$ cat src/rtl/servo_array_slew_pkg.sv
// Shared constants and types for the servo_array_slew controller.
// Build option: define SERVO_SLEW_EN to enable per-period slew limiting.
package servo_pkg;

  localparam int unsigned ANG_MAX          = 180;
  localparam int unsigned DEF_DUTY_W       = 20;
  localparam int unsigned DEF_PERIOD_CYC   = 1_000_000;
  localparam int unsigned DEF_DUTY_MIN     = 25_000;
  localparam int unsigned DEF_DUTY_PER_DEG = 555;
  localparam int unsigned DEF_SLEW_STEP    = 2_775;

  typedef logic [DEF_DUTY_W-1:0] duty_t;

  typedef enum logic {
    HOLD,
    MOVING
  } ch_state_e;

endpackage

$ cat src/rtl/servo_ang2duty.sv
// Angle-to-pulse-width conversion: clamp to ANG_MAX, then DUTY_MIN + ang*DUTY_PER_DEG.
module servo_ang2duty
  import servo_pkg::*;
#(
  parameter int unsigned ANG_W        = 8,
  parameter int unsigned DUTY_W       = DEF_DUTY_W,
  parameter int unsigned DUTY_MIN     = DEF_DUTY_MIN,
  parameter int unsigned DUTY_PER_DEG = DEF_DUTY_PER_DEG
) (
  input  logic [ANG_W-1:0]  ang,
  output logic [DUTY_W-1:0] duty
);

  logic [DUTY_W-1:0] ang_c;

  always_comb begin
    ang_c = (ang > ANG_W'(ANG_MAX)) ? DUTY_W'(ANG_MAX) : DUTY_W'(ang);
    duty  = DUTY_W'(DUTY_MIN) + ang_c * DUTY_W'(DUTY_PER_DEG);
  end

endmodule

$ cat src/rtl/servo_array_slew.sv
// N-channel 50 Hz servo PWM driver with shared period counter and per-period slewing.
// Build option: SERVO_SLEW_EN (defined = bounded step per period, undefined = jump at commit).
module servo_array_slew
  import servo_pkg::*;
#(
  parameter int unsigned N_CH         = 4,
  parameter int unsigned ANG_W        = 8,
  parameter int unsigned DUTY_W       = DEF_DUTY_W,
  parameter int unsigned PERIOD_CYC   = DEF_PERIOD_CYC,
  parameter int unsigned DUTY_MIN     = DEF_DUTY_MIN,
`ifdef SERVO_SLEW_EN
  parameter int unsigned SLEW_STEP    = DEF_SLEW_STEP,
`endif
  parameter int unsigned DUTY_PER_DEG = DEF_DUTY_PER_DEG
) (
  input  logic                  clk,
  input  logic                  rst,
  input  logic [N_CH*ANG_W-1:0] ang_flat,
  input  logic                  ang_valid,
  output logic                  ang_ready,
  output logic [N_CH-1:0]       pwm_out,
  output logic [N_CH-1:0]       at_target,
  output logic                  busy
);

  localparam logic [DUTY_W-1:0] CENTRE   = DUTY_W'(DUTY_MIN + (ANG_MAX / 2) * DUTY_PER_DEG);
  localparam logic [DUTY_W-1:0] CNT_LAST = DUTY_W'(PERIOD_CYC - 1);
`ifdef SERVO_SLEW_EN
  localparam logic [DUTY_W-1:0] STEP     = DUTY_W'(SLEW_STEP);
`endif

  logic [DUTY_W-1:0] cnt;
  logic              commit;
  logic              accept;

  logic [DUTY_W-1:0] cur      [N_CH];
  logic [DUTY_W-1:0] tgt      [N_CH];
  logic [DUTY_W-1:0] cur_d    [N_CH];
  logic [DUTY_W-1:0] ang_duty [N_CH];
  ch_state_e         state    [N_CH];
  ch_state_e         state_d  [N_CH];

  assign commit    = (cnt == CNT_LAST);
  assign ang_ready = !rst && !commit;
  assign accept    = ang_valid && ang_ready;

  for (genvar gi = 0; gi < N_CH; gi++) begin : g_conv
    servo_ang2duty #(
      .ANG_W       (ANG_W),
      .DUTY_W      (DUTY_W),
      .DUTY_MIN    (DUTY_MIN),
      .DUTY_PER_DEG(DUTY_PER_DEG)
    ) u_conv (
      .ang (ang_flat[gi*ANG_W +: ANG_W]),
      .duty(ang_duty[gi])
    );
  end

  always_ff @(posedge clk) begin
    if (rst || commit) cnt <= '0;
    else               cnt <= cnt + 1'b1;
  end

  // State register: per-channel FSM plus the current/target duty it governs.
  always_ff @(posedge clk) begin
    for (int unsigned i = 0; i < N_CH; i++) begin
      if (rst) begin
        state[i] <= HOLD;
        cur[i]   <= CENTRE;
        tgt[i]   <= CENTRE;
      end else begin
        state[i] <= state_d[i];
        cur[i]   <= cur_d[i];
        if (accept) tgt[i] <= ang_duty[i];
      end
    end
  end

  always_comb begin
    for (int unsigned i = 0; i < N_CH; i++) begin
      state_d[i] = state[i];
      case (state[i])
        HOLD:    if (tgt[i] != cur[i]) state_d[i] = MOVING;
        MOVING:  if (commit && cur_d[i] == tgt[i]) state_d[i] = HOLD;
        default: state_d[i] = HOLD;
      endcase
    end
  end

  // cur only changes on the commit cycle so a running pulse is never reshaped.
  always_comb begin
    for (int unsigned i = 0; i < N_CH; i++) begin
      cur_d[i] = cur[i];
      if (commit && (state[i] == MOVING || tgt[i] != cur[i])) begin
`ifdef SERVO_SLEW_EN
        if (tgt[i] > cur[i] + STEP)      cur_d[i] = cur[i] + STEP;
        else if (cur[i] > tgt[i] + STEP) cur_d[i] = cur[i] - STEP;
        else                             cur_d[i] = tgt[i];
`else
        cur_d[i] = tgt[i];
`endif
      end
    end
  end

  always_ff @(posedge clk) begin
    if (rst) begin
      pwm_out   <= '0;
      at_target <= '1;
      busy      <= 1'b0;
    end else begin
      for (int unsigned i = 0; i < N_CH; i++) begin
        pwm_out[i]   <= (cnt < cur[i]);
        at_target[i] <= (cur[i] == tgt[i]);
      end
      busy <= ~&at_target;
    end
  end

endmodule

$ cat config.mk
export PLATFORM = sky130hd
export DESIGN_NAME = servo_array_slew
export DESIGN_NICKNAME = d
export VERILOG_FILES = /design/src/rtl/servo_array_slew_pkg.sv /design/src/rtl/servo_ang2duty.sv /design/src/rtl/servo_array_slew.sv
export SDC_FILE = /design/constraint.sdc
export NUM_CORES = 1
export LEC_CHECK = 0
export BUFFER_PORTS_ARGS = -buffer_cell sky130_fd_sc_hd__buf_4
export CORE_UTILIZATION = 40
export DETAILED_ROUTE_END_ITERATION = 16
export GPL_ROUTABILITY_DRIVEN = 1
export PLACE_DENSITY_LB_ADDON = 0.05
export SKIP_LAST_GASP = 1
export SLEW_MARGIN = 40
export SYNTH_ARGS = -nofsm -noshare
export SYNTH_HDL_FRONTEND = slang
export SYNTH_HIERARCHICAL = 1
export SYNTH_SLANG_ARGS = --single-unit
$ cat constraint.sdc
create_clock -name clk -period 5.95 [get_ports clk]
set_clock_uncertainty 0.2 [all_clocks]
set_input_delay 0.595 -clock clk [delete_from_list [all_inputs] [get_ports clk]]
set_output_delay 0.595 -clock clk [all_outputs]
set_load 0.005 [all_outputs]
==> results of run 1 <==
==> flip-flops by register name (all words and copies together) (netlist names) <==
signal     count
cur           80
tgt           80
cnt           20
at_target      4
pwm_out        4
state          4
busy           1
==> routing by layer <==
metal | up-vias | track usage
met5 | - | 0
met4 | 0 | 0.0282
met3 | 15 | 0.0265
met2 | 80 | 0.301
met1 | 5250 | 0.264
li1 | 5810 | -
==> worst max-delay path by stage <==
stage	from	endpoint	slack, ns	cells after the start
after global routing	ang_flat[0]	tgt[0][16]	0.59	19
after CTS	ang_flat[24]	tgt[1][36]	0.87	19
final	ang_flat[24]	tgt[1][36]	0.85	19
after floorplan	ang_flat[16]	tgt[1][13]	0.82	18
after detailed placement	ang_flat[24]	tgt[1][36]	0.39	19
after global placement	ang_flat[8]	tgt[0][36]	0.48	19
==> critical path, stage by stage <==
cell and delay, ns:
buf_4 0.11, o21ai_1 0.12, a21oi_1 0.07, o21ai_1 0.26, nor2b_1 0.27, inv_1 0.13
ha_1 0.26, fa_1 0.48, inv_1 0.05, fa_1 0.48, fa_1 0.54, inv_1 0.04
ha_1 0.33, a21o_1 0.22, a221oi_2 0.35, o21a_2 0.23, o21ai_1 0.07, xor2_1 0.14
or3_1 0.34
==> cell families after synthesis <==
family,synth area share
AND/OR/NAND/NOR,0.169
adder cells (fa/ha/maj),0.253
buffers and inverters,0.0667
AO/OA/AOI/OAI,0.0948
flip-flops,0.287
XOR/XNOR,0.0744
multiplexers,0.0542
other,0.000923
==> power groups by stage <==
stage          Combinational, mW  Clock [mW]  Sequential [mW]
2_1_floorplan               1.47           0             1.60
3_3_place_gp                1.87           0             1.63
3_5_place_dp                1.86           0             1.63
4_1_cts                     1.88        1.19             1.60
5_1_grt                     2.14        1.25             1.61
6_report                    1.85        1.16             1.60
==> cell type report <==
class / instances / area [sq um]
fillers: 3885 / 22300
multi-input cells: 1247 / 10500
inverters: 206 / 773
clock inverters: 12 / 131
repair buffers: 60 / 467
well taps: 525 / 657
flip-flops and latches: 193 / 4660
clock buffers: 20 / 437
==> placed cells by master (no fill, tap or decap), drive strengths merged, types with 20 or more instances in the layout <==
cell,synthesis,layout
nor3,21,21
nand2,33,33
nand2b,118,118
inv,206,209
xnor2,107,107
nor2,124,124
clkbuf,35,20
nand4,36,36
o21ai,33,33
edfxtp,80,80
a21oi,59,59
ha,245,245
a21o,49,49
dfxtp,113,113
fa,52,52
xor2,31,31
and2,67,67
nand3,22,22
or3,31,31
nor2b,24,24
mux2i,88,88
buf,19,60
==> synth_stat cells, types with 5 or more instances <==
library cell  number  area, sq um
ha_1             245         3070
inv_1            201          754
nor2_1           122          458
nand2b_1         116          726
dfxtp_1          113         2260
xnor2_1          107          937
mux2i_1           88          881
edfxtp_1          80         2400
and2_1            66          413
a21oi_1           55          275
fa_1              52         1040
a21o_1            49          368
nand4_1           36          225
nand2_1           33          124
or3_1             31          194
xor2_1            31          272
clkbuf_1          30          113
nor2b_1           24          150
nand3_1           21          105
nor3_1            21          105
o21ai_0           21          105
and3_1            16          100
o21ai_1           12         60.1
o211ai_1          10         75.1
a211oi_1           9         67.6
buf_6              9          101
o21a_1             9         67.6
o31ai_1            6         45.0
buf_4              5         37.5
clkbuf_2           5         25.0
inv_2              5         18.8
==> run_results.csv, run 1 <==
group,metric,value,unit
setup_path,rr_endpoint,"tgt[0][7]",
route,wl_met1,19000,microns
route,wirelength,36600,microns
route,vias,11200,
timing,fmaxAchievable,0.196,GHz
setup_path,path_max_fanout,6,
timing,final.setup.tns,0,ns
layout,drive_above_1_share,0.0696,
clock_tree,ctsLongestPathBuffers,2,
power,total_power,4.61,mW
timing,period_share,0.858,
place,numPortBuffers,44,
setup_path,worst-r2r-cell-count,6,
floorplanning,fp.dieW,204,microns
yosys,synth_edf_count,80,
timing,holdWs,0.293,ns
clock_tree,clock_latency,0.45,ns
timing,hold_violations,0,
clock_tree,cts_resized,0,
timing,max-slew-margin-rel,0.553,
timing,rsz0062_at_grt,"false",
grt,track_usage,0.185,
route,drt_iter0_drc,482,
floorplanning,dieArea,0.0414,sq mm
setup_path,r2r_slack,3.10,ns
route,dr_wl_met3,753,microns
clock_tree,numCtsBuffers,17,
timing,drv_slew,0,
power,pwr-share-comb,0.402,
timing,fin_ws,0.847,ns
run,maxCapViolations,0,
grt,grt_pass1_wl,60200,microns
place,place_area,0.0171,sq mm
route,dr.max_layer_used,"met4",
setup_path,reg2reg_from,"cnt[7]",
yosys,synth_seq_cells,193,
yosys,syn_area_per_cell,9.56,sq um
yosys,synth_top_flop_cell,"dfxtp_1",
route,drcViolationCount,0,
floorplanning,die_h,204,microns
yosys,synthArstFlopShare,0,
worst_hold_path,hold_depth,1,
grt,grt_max_degree,95,
power,swShare,0.356,
route,dr.pass1.iters,4,
floorplanning,start_util,0.407,
yosys,postSynthNetCount,2032,
setup_path,cp.required,5.94,ns
place,dp_hpwl,27800,microns
yosys,seq_area_frac_synth,0.287,
place,globalplace.congestion,0.821,
floorplanning,io_pins,45,
place,dpl_worst_slack,0.395,ns
route,wl_per_cell,16.2,microns
worst_hold_path,hold_start,"at_target[1]",
place,dpl.cell_count,2231,
yosys,synthCells,1700,
clock_tree,cts-root-buf,"clkbuf_16",
power,pwr-share-seq,0.347,
setup_path,worst_setup_path_start_kind,"input pin",
clock_tree,postCtsSetupBuffers,0,
layout,diodes,0,
floorplanning,fp-row-count,73,
yosys,synth.distinct_cells,67,
yosys,yosysWarnings,6,
setup_path,end_kind,"flip-flop",
timing,worst_pin_slew,0.671,ns
route,antenna_left,0,
grt,antenna_found_initial,0,
worst_hold_path,hp-class,"flip-flop to flip-flop",
setup_path,crit_arrival,5.09,ns
layout,fin_util,0.442,
power,p_per_area,262,mW/mm^2
power,p_switching,1.64,mW
clock_tree,h-tree-depth,4,
layout,stdcell_count,2263,
clock_tree,cts.clk_slew.worst_paths,0.07,ns
route,dr_wl_met2,16500,microns
power,p_clk_frac,0.252,
power,leakage,7.82,nW
grt,grt_pass1_vias,11200,
clock_tree,cts_tree,"built",
clock_tree,hold_buffers,0,
worst_hold_path,holdPathEnd,"busy",
power,ir_drop,171,uV
run_status,outcome,"finished, final reports clean",
timing,post-route-min-period,5.10,ns
layout,syn2layout_area_growth,8.51,%
timing,setup_violations,0,
route,viasPerCell,4.93,
grt,overflow,0,
layout,num-nets-final,2057,
yosys,synth_area,0.0163,sq mm
power,internal-power,2.97,mW
setup_path,critPathKind,"input pin to flip-flop",
layout,design_area,0.0176,sq mm
clock_tree,cts.sinks,193,
floorplanning,core,0.0399,sq mm
No activity file was read; power rests on OpenSTA's default activity.
==> run 2, diff against run 1 <==
CORE_ASPECT_RATIO = 0.6   (was unset)
==> run_results.csv, run 2 (synthesis gave the netlist of run 1 again) <==
group,metric,value,unit
run_status,outcome,"finished, final reports clean",
floorplanning,fp.dieW,262,microns
route,wl_per_cell,17.1,microns
layout,regArea,0.00466,sq mm
clock_tree,numCtsBuffers,17,
setup_path,worst-r2r-cell-count,6,
grt,antenna_found_initial,0,
layout,syn2layout_area_growth,8.90,%
route,drcViolationCount,0,
floorplanning,io_pins,45,
route,viasPerCell,5.04,
timing,fin_ws,0.735,ns
setup_path,cp.required,5.94,ns
clock_tree,cts.sinks,193,
timing,drv_slew,0,
setup_path,crit_arrival,5.21,ns
setup_path,crit_chain,"buf_4 > o21ai_1 > a21oi_1 > o21ai_1 > nor2b_1 > inv_1 > ha_1 > fa_1 > inv_1 > fa_1 > fa_1 > inv_1 > ha_1 > a21o_1 > a221oi_2 > o21a_2 > o21ai_1 > xor2_1 > or3_1",
setup_path,slowest_delay,0.54,ns
route,wirelength,38600,microns
clock_tree,clock_latency,0.45,ns
grt,track_usage,0.190,
clock_tree,cts_tree,"built",
timing,fmaxAchievable,0.192,GHz
clock_tree,postCtsSetupBuffers,0,
clock_tree,ctsLongestPathBuffers,2,
layout,fin_util,0.448,
layout,diodes,0,
timing,hold_violations,0,
layout,drive_above_1_share,0.0702,
grt,grt_pass1_vias,11000,
worst_hold_path,hold_start,"cur[1][9]",
place,dpl_worst_slack,0.273,ns
timing,holdWs,0.301,ns
floorplanning,die_h,158,microns
clock_tree,cts.clk_slew.worst_paths,0.07,ns
setup_path,worst_setup_path_start_kind,"input pin",
setup_path,end_kind,"flip-flop",
place,place_area,0.0170,sq mm
worst_hold_path,holdPathEnd,"cur[1][9]",
clock_tree,cts-root-buf,"clkbuf_16",
floorplanning,start_util,0.411,
place,globalplace.congestion,0.819,
floorplanning,core,0.0395,sq mm
floorplanning,dieArea,0.0415,sq mm
place,numPortBuffers,44,
grt,overflow,0,
power,ir_drop,141,uV
power,leakage,7.85,nW
timing,final.setup.tns,0,ns
worst_hold_path,hold_depth,2,
timing,worst_pin_slew,0.745,ns
setup_path,crit_slowest_cell,"fa_1",
layout,nFillCells,3859,
grt,grt_pass1_wl,61200,microns
setup_path,critPathKind,"input pin to flip-flop",
layout,final_cell_mix,"ha_1, inv_1, nor2_1",
place,dp_hpwl,29800,microns
floorplanning,fp-row-count,56,
power,p_per_area,269,mW/mm^2
timing,rsz0062_at_grt,"false",
setup_path,r2r_slack,2.61,ns
place,dpl.cell_count,2227,
grt,grt_max_degree,93,
worst_hold_path,hp-class,"flip-flop to flip-flop",
route,dr.pass1.iters,4,
layout,final_common_cell,"ha_1",
timing,setup_violations,0,
layout,stdcell_count,2260,
setup_path,reg2reg_from,"cnt[9]",
layout,top_regs,"cur x80, tgt x80, cnt x20",
timing,period_share,0.876,
route,vias,11400,
layout,num-nets-final,2057,
setup_path,path_max_fanout,6,
timing,post-route-min-period,5.21,ns
power,total_power,4.77,mW
layout,design_area,0.0177,sq mm
route,drt_iter0_drc,731,
clock_tree,cts_resized,0,
clock_tree,h-tree-depth,4,
timing,max-slew-margin-rel,0.503,
layout,multi_input_area,0.0105,sq mm
setup_path,rr_endpoint,"tgt[1][14]",
clock_tree,hold_buffers,0,
route,antenna_left,0,
run,maxCapViolations,0,
run 2: changes by cell type in the layout (fill, tap and decap cells not counted), sizes merged:
| cell | previous run | this run |
|---|---|---|
| clkinv | 5 | 1 |
| bufinv | 2 | 5 |
| inv | 209 | 206 |
| clkbuf | 20 | 22 |
| clkinvlp | 2 | 4 |
run 2: metal layers:
layer | global-route usage | share of wire | routed length [microns]
met1 | 0.319 | 0.60 | 23400
met2 | 0.242 | 0.35 | 13500
met3 | 0.0330 | 0.040 | 1540
met4 | 0.0342 | 0.0061 | 235
met5 | 0 | 0 | 0
run 2: power breakdown:
part	total, mW	internal (mW)	switching (mW)
clock	1.28	0.757	0.526
combinational	1.89	0.838	1.05
sequential	1.60	1.51	0.0832
run 2: cell type report:
cell class,instances,area share
Inverter,206,0.0437
Sequential cell,193,0.263
Timing Repair Buffer,60,0.0262
Clock inverter,10,0.0105
Tap cell,522,0.0369
Multi-Input combinational cell,1247,0.594
Clock buffer,22,0.0257
run 2: critical path: cells and delay by family:
family,cells,cell delay [ns]
buf+inv,4,0.35
fa+ha+maj,5,2.08
compound gates,7,1.39
xor+xnor,1,0.14
simple gates,2,0.65
run 2: how the worst max path moves through the flow:
stage	startpoint	end	slack [ns]	cells past startpoint
floorplan	ang_flat[16]	tgt[1][13]	0.82	18
global placement	ang_flat[8]	tgt[0][36]	0.36	19
detailed placement	ang_flat[8]	tgt[0][36]	0.27	19
CTS	ang_flat[8]	tgt[0][36]	0.73	19
global route	ang_flat[16]	tgt[1][13]	0.43	20
finish	ang_flat[8]	tgt[0][36]	0.74	19
==> run 3, diff against run 2 <==
CORE_UTILIZATION = 50   (was 40)
==> run_results.csv, run 3 (synthesis gave the netlist of run 1 again) <==
group,metric,value,unit
run_status,outcome,"finished, final reports clean",
setup_path,r2r_slack,2.79,ns
layout,nFillCells,2784,
route,wl_per_cell,16.9,microns
timing,fin_ws,0.708,ns
clock_tree,cts.sinks,193,
floorplanning,io_pins,45,
clock_tree,cts_tree,"built",
clock_tree,cts.clk_slew.worst_paths,0.07,ns
clock_tree,postCtsSetupBuffers,0,
floorplanning,start_util,0.515,
power,pwr-share-seq,0.344,
timing,hold_violations,0,
route,wirelength,36500,microns
layout,num-nets-final,2057,
timing,drv_slew,0,
layout,drive_above_1_share,0.0719,
place,dp_hpwl,28600,microns
place,globalplace.congestion,0.860,
layout,final_cell_mix,"ha_1, inv_1, nor2_1",
timing,final.setup.tns,0,ns
worst_hold_path,hold_depth,2,
setup_path,critPathKind,"input pin to flip-flop",
place,dpl_worst_slack,0.270,ns
route,dr.pass1.iters,4,
power,p_switching,1.64,mW
power,leakage,7.83,nW
clock_tree,ctsLongestPathBuffers,2,
floorplanning,fp.dieW,235,microns
setup_path,end_kind,"flip-flop",
route,vias,11400,
power,swShare,0.353,
timing,setup_violations,0,
setup_path,path_max_fanout,6,
place,numPortBuffers,44,
route,drcViolationCount,0,
worst_hold_path,hold_start,"cur[0][5]",
timing,rsz0062_at_grt,"false",
place,dpl.cell_count,2122,
setup_path,worst-r2r-cell-count,6,
setup_path,reg2reg_from,"cnt[9]",
layout,stdcell_count,2154,
grt,grt_max_degree,76,
timing,worst_pin_slew,0.641,ns
route,antenna_left,0,
clock_tree,numCtsBuffers,17,
grt,antenna_found_initial,0,
floorplanning,fp-row-count,50,
setup_path,rr_endpoint,"tgt[1][15]",
power,ir_drop,217,uV
layout,regArea,0.00466,sq mm
layout,syn2layout_area_growth,7.76,%
clock_tree,cts_resized,0,
route,drt_iter0_drc,685,
timing,fmaxAchievable,0.191,GHz
floorplanning,dieArea,0.0333,sq mm
setup_path,cp.required,5.94,ns
layout,final_common_cell,"ha_1",
layout,diodes,0,
layout,multi_input_area,0.0105,sq mm
clock_tree,h-tree-depth,4,
worst_hold_path,holdPathEnd,"cur[0][5]",
layout,top_regs,"cur x80, tgt x80, cnt x20",
floorplanning,core,0.0316,sq mm
grt,grt_pass1_vias,11000,
grt,overflow,0,
power,p_clk_frac,0.254,
timing,max-slew-margin-rel,0.570,
setup_path,crit_arrival,5.23,ns
clock_tree,cts-root-buf,"clkbuf_16",
clock_tree,clock_latency,0.44,ns
run,maxCapViolations,0,
grt,track_usage,0.227,
worst_hold_path,hp-class,"flip-flop to flip-flop",
clock_tree,hold_buffers,0,
floorplanning,die_h,142,microns
power,pwr-share-comb,0.402,
layout,fin_util,0.554,
power,internal-power,3.01,mW
setup_path,worst_setup_path_start_kind,"input pin",
route,viasPerCell,5.31,
timing,post-route-min-period,5.24,ns
timing,period_share,0.881,
power,p_per_area,265,mW/mm^2
grt,grt_pass1_wl,59300,microns
[run 3: metrics by stage]
stage	cell area, sq um	total power, mW	hold WS, ns
global placement	16900	3.46	0.286
CTS	17500	4.68	0.307
floorplan	16300	3.07	0.267
detailed placement	16900	3.48	0.294
finish	17500	4.64	0.302
global route	17500	4.99	0.326
[run 3: routing by layer]
metal	global-route usage	vias to the layer above	routed length, microns
li1	-	5832	-
met2	0.290	150	13100
met3	0.0337	19	1630
met1	0.385	5429	21500
met4	0.0391	0	201
met5	0	-	0
[run 3: layout make-up]
type,count,share of cell area
multi-input cells,1247,0.600
flip-flops and latches,193,0.266
inverters,206,0.0441
well taps,416,0.0297
clock buffers,21,0.0269
repair buffers,60,0.0257
clock inverters,11,0.00736
[run 3: how the worst max path moves through the flow]
stage / from / end / slack (ns) / cells past startpoint
2_1_floorplan: ang_flat[16] / tgt[1][13] / 0.82 / 18
3_3_place_gp: ang_flat[16] / tgt[1][16] / 0.40 / 19
3_5_place_dp: ang_flat[8] / tgt[0][36] / 0.27 / 19
4_1_cts: ang_flat[8] / tgt[0][36] / 0.73 / 19
5_1_grt: ang_flat[8] / tgt[0][36] / 0.37 / 19
6_report: ang_flat[8] / tgt[0][36] / 0.71 / 19
[run 3: power by group through the flow]
stage	clock network (mW)	registers (mW)	logic [mW]
6_report	1.18	1.60	1.87
5_1_grt	1.26	1.61	2.12
4_1_cts	1.21	1.60	1.87
3_5_place_dp	0	1.63	1.85
3_3_place_gp	0	1.63	1.83
2_1_floorplan	0	1.60	1.47
[run 3: worst max-delay path, cell delays in order]
cell	delay, ns
buf_4	0.11
o21ai_1	0.12
a21oi_1	0.08
o21ai_1	0.26
nor2b_1	0.35
inv_1	0.16
ha_1	0.27
fa_1	0.48
inv_1	0.05
fa_1	0.47
fa_1	0.55
inv_1	0.04
ha_1	0.33
a21o_1	0.22
a221oi_2	0.38
o21a_2	0.22
o21ai_1	0.07
xor2_1	0.14
or3_1	0.33
